===== src/rtl/intbus_interf.sv =====
// rtl/intbus_interf.sv - word-addressed internal bus between the AXI3 bridge and its slaves
//
// Signals:
//   clk            sole clock, driven by the bus master
//   addr   [AW]    word address
//   wdata  [DW]    write data
//   wr / rd        one-cycle write / read strobes
//   rdata  [DW]    registered read data from the slave
//   rvalid         read response, one cycle after an accepted rd
interface intbus_interf #(
    parameter int D_WIDTH    = 32,
    parameter int ADDR_WIDTH = 28
) (
    input logic clk
);
    logic [ADDR_WIDTH-1:0] addr;
    logic [D_WIDTH-1:0]    wdata;
    logic                  wr;
    logic                  rd;
    logic [D_WIDTH-1:0]    rdata;
    logic                  rvalid;

    modport slave  (input clk, addr, wdata, wr, rd, output rdata, rvalid);
    modport master (input clk, rdata, rvalid, output addr, wdata, wr, rd);
endinterface


===== src/rtl/intbus_stream_fifo.sv =====
// rtl/intbus_stream_fifo.sv - register-mapped TX/RX FIFO pair bridging intbus and valid/ready streams
//
// Registers (word offset from BASE_ADDR):
//   0 TX_DATA  write pushes TX FIFO, read returns 0
//   1 RX_DATA  read pops RX FIFO (0 and sticky rx_unf when empty)
//   2 STATUS   counts, full/empty, sticky tx_ovf / rx_unf
//   3 CTRL     write-only actions: bit0 flush TX, bit1 flush RX, bit2 clear sticky flags
// Ports:
//   int_bus    intbus slave (clk, addr, wdata, wr, rd, rdata, rvalid)
//   rst        synchronous active-high reset
//   tx_data / tx_valid / tx_ready   TX stream out, first-word fall-through
//   rx_data / rx_valid / rx_ready   RX stream in
module intbus_stream_fifo #(
    parameter int                    D_WIDTH    = 32,
    parameter int                    ADDR_WIDTH = 28,
    parameter logic [ADDR_WIDTH-1:0] BASE_ADDR  = '0,
    parameter int                    DEPTH      = 16
) (
    intbus_interf.slave          int_bus,
    input  logic                 rst,
    output logic [D_WIDTH-1:0]   tx_data,
    output logic                 tx_valid,
    input  logic                 tx_ready,
    input  logic [D_WIDTH-1:0]   rx_data,
    input  logic                 rx_valid,
    output logic                 rx_ready
);
    localparam int AW = $clog2(DEPTH);
    localparam int CW = AW + 1;

    logic [D_WIDTH-1:0] tx_mem [DEPTH];
    logic [D_WIDTH-1:0] rx_mem [DEPTH];
    logic [AW-1:0]      tx_wp, tx_rp, rx_wp, rx_rp;
    logic [CW-1:0]      tx_cnt, rx_cnt;
    logic               tx_ovf, rx_unf;

    logic [ADDR_WIDTH-1:0] off;
    logic                  hit;
    logic                  wr_act, rd_act;
    logic                  tx_full, tx_empty, rx_full, rx_empty;
    logic                  tx_push, tx_pop, tx_ovf_evt, tx_flush;
    logic                  rx_push, rx_pop, rx_unf_evt, rx_flush;
    logic                  flag_clr;
    logic [D_WIDTH-1:0]    rd_mux;
    logic [31:0]           status;

    // Addresses below BASE_ADDR wrap to large offsets and fall out of range.
    assign off    = int_bus.addr - BASE_ADDR;
    assign hit    = (off < ADDR_WIDTH'(4));
    // A simultaneous wr and rd is treated as a write only.
    assign wr_act = int_bus.wr & hit;
    assign rd_act = int_bus.rd & ~int_bus.wr & hit;

    // Full/empty come from the registered counts, i.e. the pre-cycle state.
    assign tx_full  = (tx_cnt == CW'(DEPTH));
    assign tx_empty = (tx_cnt == '0);
    assign rx_full  = (rx_cnt == CW'(DEPTH));
    assign rx_empty = (rx_cnt == '0);

    assign tx_valid = ~tx_empty & ~rst;
    assign rx_ready = ~rx_full & ~rst;
    assign tx_data  = tx_mem[tx_rp];

    assign tx_push    = wr_act & (off[1:0] == 2'd0) & ~tx_full;
    assign tx_ovf_evt = wr_act & (off[1:0] == 2'd0) & tx_full;
    assign tx_pop     = tx_valid & tx_ready;
    assign tx_flush   = wr_act & (off[1:0] == 2'd3) & int_bus.wdata[0];

    assign rx_push    = rx_valid & rx_ready;
    assign rx_pop     = rd_act & (off[1:0] == 2'd1) & ~rx_empty;
    assign rx_unf_evt = rd_act & (off[1:0] == 2'd1) & rx_empty;
    assign rx_flush   = wr_act & (off[1:0] == 2'd3) & int_bus.wdata[1];

    assign flag_clr   = wr_act & (off[1:0] == 2'd3) & int_bus.wdata[2];

    assign status = {10'd0, rx_unf, tx_ovf, rx_empty, rx_full, tx_empty, tx_full,
                     8'(rx_cnt), 8'(tx_cnt)};

    always_comb begin
        rd_mux = '0;
        case (off[1:0])
            2'd1:    rd_mux = rx_empty ? '0 : rx_mem[rx_rp];
            2'd2:    rd_mux = D_WIDTH'(status);
            default: rd_mux = '0;
        endcase
    end

    // Storage arrays carry no reset; stale entries are unreachable once pointers clear.
    always_ff @(posedge int_bus.clk) begin
        if (tx_push) tx_mem[tx_wp] <= int_bus.wdata;
        if (rx_push) rx_mem[rx_wp] <= rx_data;
    end

    always_ff @(posedge int_bus.clk) begin
        if (rst) begin
            tx_wp  <= '0;
            tx_rp  <= '0;
            tx_cnt <= '0;
        end else if (tx_flush) begin
            tx_wp  <= '0;
            tx_rp  <= '0;
            tx_cnt <= '0;
        end else begin
            if (tx_push) tx_wp <= tx_wp + AW'(1);
            if (tx_pop)  tx_rp <= tx_rp + AW'(1);
            tx_cnt <= tx_cnt + CW'(tx_push) - CW'(tx_pop);
        end
    end

    always_ff @(posedge int_bus.clk) begin
        if (rst) begin
            rx_wp  <= '0;
            rx_rp  <= '0;
            rx_cnt <= '0;
        end else if (rx_flush) begin
            rx_wp  <= '0;
            rx_rp  <= '0;
            rx_cnt <= '0;
        end else begin
            if (rx_push) rx_wp <= rx_wp + AW'(1);
            if (rx_pop)  rx_rp <= rx_rp + AW'(1);
            rx_cnt <= rx_cnt + CW'(rx_push) - CW'(rx_pop);
        end
    end

    // A new event in the same cycle as a clear leaves the flag set.
    always_ff @(posedge int_bus.clk) begin
        if (rst) begin
            tx_ovf <= 1'b0;
            rx_unf <= 1'b0;
        end else begin
            tx_ovf <= tx_ovf_evt | (tx_ovf & ~flag_clr);
            rx_unf <= rx_unf_evt | (rx_unf & ~flag_clr);
        end
    end

    always_ff @(posedge int_bus.clk) begin
        if (rst) begin
            int_bus.rvalid <= 1'b0;
            int_bus.rdata  <= '0;
        end else begin
            int_bus.rvalid <= rd_act;
            if (rd_act) int_bus.rdata <= rd_mux;
        end
    end
endmodule


===== src/flat_wrapper.sv =====
// flat-port wrapper written by rule: the top's interface ports become plain ports
module intbus_stream_fifo_flat 
#(
    parameter int                    D_WIDTH    = 32,
    parameter int                    ADDR_WIDTH = 28,
    parameter logic [ADDR_WIDTH-1:0] BASE_ADDR  = '0,
    parameter int                    DEPTH      = 16
)
  (rst, tx_data, tx_valid, tx_ready, rx_data, rx_valid, rx_ready, clk, int_bus_addr, int_bus_wdata, int_bus_wr, int_bus_rd, int_bus_rdata, int_bus_rvalid);
  intbus_interf #(.D_WIDTH(D_WIDTH), .ADDR_WIDTH(ADDR_WIDTH)) int_bus_i (.clk(clk));
  input  logic rst;
  output logic [D_WIDTH-1:0] tx_data;
  output logic tx_valid;
  input  logic tx_ready;
  input  logic [D_WIDTH-1:0] rx_data;
  input  logic rx_valid;
  output logic rx_ready;
  input wire logic clk;
  input wire logic [$bits(int_bus_i.addr)-1:0] int_bus_addr;
  input wire logic [$bits(int_bus_i.wdata)-1:0] int_bus_wdata;
  input wire logic [$bits(int_bus_i.wr)-1:0] int_bus_wr;
  input wire logic [$bits(int_bus_i.rd)-1:0] int_bus_rd;
  output wire logic [$bits(int_bus_i.rdata)-1:0] int_bus_rdata;
  output wire logic [$bits(int_bus_i.rvalid)-1:0] int_bus_rvalid;
  assign int_bus_i.addr = int_bus_addr;
  assign int_bus_i.wdata = int_bus_wdata;
  assign int_bus_i.wr = int_bus_wr;
  assign int_bus_i.rd = int_bus_rd;
  assign int_bus_rdata = int_bus_i.rdata;
  assign int_bus_rvalid = int_bus_i.rvalid;
  intbus_stream_fifo #(.D_WIDTH(D_WIDTH), .ADDR_WIDTH(ADDR_WIDTH), .BASE_ADDR(BASE_ADDR), .DEPTH(DEPTH)) u_core (.int_bus(int_bus_i), .rst(rst), .tx_data(tx_data), .tx_valid(tx_valid), .tx_ready(tx_ready), .rx_data(rx_data), .rx_valid(rx_valid), .rx_ready(rx_ready));
endmodule

===== config.mk =====
export PLATFORM = sky130hd
export DESIGN_NAME = intbus_stream_fifo_flat
export DESIGN_NICKNAME = d
export VERILOG_FILES = /design/src/rtl/intbus_interf.sv /design/src/rtl/intbus_stream_fifo.sv /design/src/flat_wrapper.sv
export SDC_FILE = /design/constraint.sdc
export NUM_CORES = 1
export LEC_CHECK = 0
export BUFFER_PORTS_ARGS = -buffer_cell sky130_fd_sc_hd__clkbuf_2
export CAP_MARGIN = 20
export CORE_MARGIN = 5
export CORE_UTILIZATION = 57
export CTS_CLUSTER_DIAMETER = 60
export DETAILED_ROUTE_END_ITERATION = 6
export PLACE_DENSITY = 0.78
export RECOVER_POWER = 25
export SLEW_MARGIN = 20
export SYNTH_ARGS = -nofsm -noshare
export SYNTH_HDL_FRONTEND = slang
export SYNTH_SLANG_ARGS = --single-unit

===== constraint.sdc =====
create_clock -name clk -period 6.6 [get_ports clk]
set_input_delay 1.65 -clock clk [delete_from_list [all_inputs] [get_ports clk]]
set_output_delay 1.65 -clock clk [all_outputs]
set_load 0.05 [all_outputs]

==> summary.md <==
| Metric | Value |
|---|---|
| Status | complete, no violations |
| Min-delay src | u_core.int_bus.rdata[24] |
| CP endpoint | tx_data[16] |
| Seq/Total Area, Yosys | 0.770 |
| Max-cap viol count | 0 |
| Setup tns final | 0 ps |
| Worst skew pair latency | 680 ps |
| Area delta synth->final | 13.7% |
| Layout cell share with drive strength beyond 1 | 0.303 |
| Worst hold path class | flop to flop |
| Power density over cell area | 315 nW/um^2 |
| Post-synth ARST share | 0 |
| Post-synth cell types | 54 |
| Final period utilization | 0.764 |
| Num CTS Buffers | 105 |
| Final nets | 2197 |
| Worst r2r src | u_core.rx_cnt[2] |
| 1st-iter DRT viols | 2184 |
| Worst slew margin | 0.239 |
| Antenna violations before repair | 5 |
| DR pass1 iterations | 5 |
| Synthesized area per cell | 22.4 um^2 |
| Sequential power share | 0.515 |
| Prevailing post-synth register cell | edfxtp_1 |
| Worst Path Arrival | 3400 ps |
| GR peak layer | met2 |
| Worst setup margin | 1550 ps |
| Post-synthesis cell count | 1859 |
| Leakage power | 0.0148 uW |
| Fin. Hold Viols | 0 |
| GP Congestion | 0.771 |
| Initial core utilization | 0.574 |
| Worst Path Max Fanout | 47 |
| Number of remaining DRC errors | 0 |
| Switching share of power | 0.218 |
| Pins over their slew limit | 0 |
| DP Wirelength | 50.6 mm |
| Number of synthesized flops with an enable pin | 1024 |
| P_int | 11700 uW |
| Commonest cells after routing, fill and taps aside | 1024 x edfxtp_1, 287 x mux4_2, 122 x clkbuf_2 |
| Vias in the first global route | 21000 |
| Die Wd | 281 um |
| Power share of the clock group | 0.417 |
| Grt met2 use | 0.422 |
| CTS tree | built |
| Antenna viol nets, final | 0 |
| Largest net degree at the start of global routing | 65 |
| Skew final | 43.8 ps |
| Vias per std cell | 6.36 |
| Net count after synthesis | 1985 |
| Via count | 19800 |
| Root buffer cell | clkbuf_16 |
| Deepest clock path buffer count | 3 |
| Drt wl/cell | 29.7 um |
| GR Overflow Total | 0 |
| Io pins | 165 |
| CTS sink count | 1093 |
| Critical Path Start Type | flop |
| CP Class | flop to output port |
| Total Routing Usage GR | 0.236 |
| # Post-CTS Setup Buffers | 0 |
| Synth Register Bits | 1093 |
| Peak VDD IR | 0.280 mV |
| Power share of the combinational group | 0.068 |
| Clk pin slew, worst setup/hold paths | 60 ps |
| Number of synthesis warnings | 0 |
| Final setup vio count | 0 |
| First-pass GRT wire length | 138 mm |
| Core ar. | 72700 um^2 |
| Row count | 99 |
| Total wire length | 92.6 mm |
| Fmax achieved | 198 MHz |
| Met3 usage | 0.0431 |
| Met1 Use GR | 0.308 |
| Req. time, crit path | 4950 ps |
| H-tree Lvls | 3 |
| R2r worst-path depth | 7 |
| Sw power | 3250 uW |
| CTS resizes | 0 |
| Reg2reg setup slack | 3150 ps |
| CP Capture Type | output port |
| Fin crit period | 5050 ps |
| Hold Buf Count CTS | 0 |
| Synthesized area | 41700 um^2 |
| Die height | 281 um |
| Die ar. | 78700 um^2 |
| Port bufs | 164 |
| Pre-CTS setup slack | 1680 ps |
| Slew @ Worst Pin | 1140 ps |
| Commonest non-fill, non-tap cell in the layout | edfxtp_1 |
| RSZ-0062 raised after global routing | false |
| Reg2reg end | u_core.rx_mem[7][30] |
## through the flow
step / utilization / cells / power (uW) / hold slack [ps] / instance area (um^2)
after floorplan: - / 1859 / 8540 / 440 / 41700
after global placement: 0.602 / 2921 / 8840 / 461 / 43800
after detailed placement: 0.602 / 2921 / 8870 / 472 / 43800
after CTS: 0.652 / 3114 / 15000 / 488 / 47400
after global routing: 0.652 / 3117 / 15400 / 513 / 47400
final: 0.652 / 3120 / 15000 / 486 / 47400
## cell families (layout without fill, tap and decap cells)
kind of cell             after synthesis  count (layout)  synth area share
AO/OA/AOI/OAI                        127             127            0.0231
XOR/XNOR                              14              14           0.00294
adder cells (fa/ha/maj)               28              28           0.00876
buffers and inverters                125             423            0.0130
flip-flops                          1093            1093             0.770
multiplexers                         308             308             0.160
other                                  0               4                 0
AND/OR/NAND/NOR                      164             164            0.0217
## registers in the layout, indices dropped and copies added (netlist names), named ones only
name                   count
u_core.tx_cnt              5
u_core.rx_unf              1
u_core.rx_wp               4
u_core.int_bus.rdata      32
u_core.tx_mem            512
u_core.int_bus.rvalid      1
u_core.rx_rp               4
u_core.rx_cnt              5
u_core.tx_ovf              1
u_core.rx_mem            512
u_core.tx_rp               4
u_core.tx_wp               4
## layout make-up
| type | instances | area, um^2 |
|---|---|---|
| clock inverters | 61 | 826 |
| multi-input cells | 641 | 9220 |
| inverters | 33 | 124 |
| fillers | 4493 | 25300 |
| diodes | 4 | 10.0 |
| flip-flops and latches | 1093 | 32100 |
| well taps | 959 | 1200 |
| clock buffers | 132 | 2810 |
| repair buffers | 197 | 1100 |
## synth_stat cells (10+ instances only)
master,number,area [um^2]
mux4_2,287,6460
a22oi_1,33,248
and2_1,13,81.3
a21oi_1,15,75.1
clkbuf_1,50,188
ha_1,26,325
mux2i_1,21,210
dfxtp_1,69,1380
buf_2,32,160
o22ai_1,15,93.8
and3_1,10,62.6
nand2_1,24,90.1
a22o_1,46,403
inv_1,33,124
edfxtp_1,1024,30700
nor2_1,70,263
## worst min path at each step
stage	end	slack, ps	depth (start not counted)
after floorplan	u_core.tx_ovf	440	2
after global placement	u_core.rx_unf	460	2
after detailed placement	u_core.int_bus.rdata[25]	470	1
after CTS	u_core.int_bus.rdata[24]	490	1
after global routing	u_core.int_bus.rdata[24]	510	1
final	u_core.int_bus.rdata[24]	490	1
## power groups by stage
stage	Sequential (uW)	Combinational (uW)	Clock [uW]
5_1_grt	7710	1090	6650
4_1_cts	7700	1040	6310
3_5_place_dp	7850	1020	0
6_report	7700	1020	6240
3_3_place_gp	7840	995	0
2_1_floorplan	7800	743	0
## critical path, cell delays in order, from the launching register on
cell      delay [ps]
dfxtp_4          860
buf_12           420
mux4_2           590
mux4_2           520
clkbuf_2         260
## metal layers
layer / part of all wire / routed length, um / vias up
li1: - / - / 8243
met1: 0.36 / 33600 / 10500
met2: 0.54 / 50300 / 928
met3: 0.073 / 6740 / 148
met4: 0.021 / 1970 / 2
met5: 0.00012 / 11 / -
Note: power is estimated with default switching activity, not from simulation.
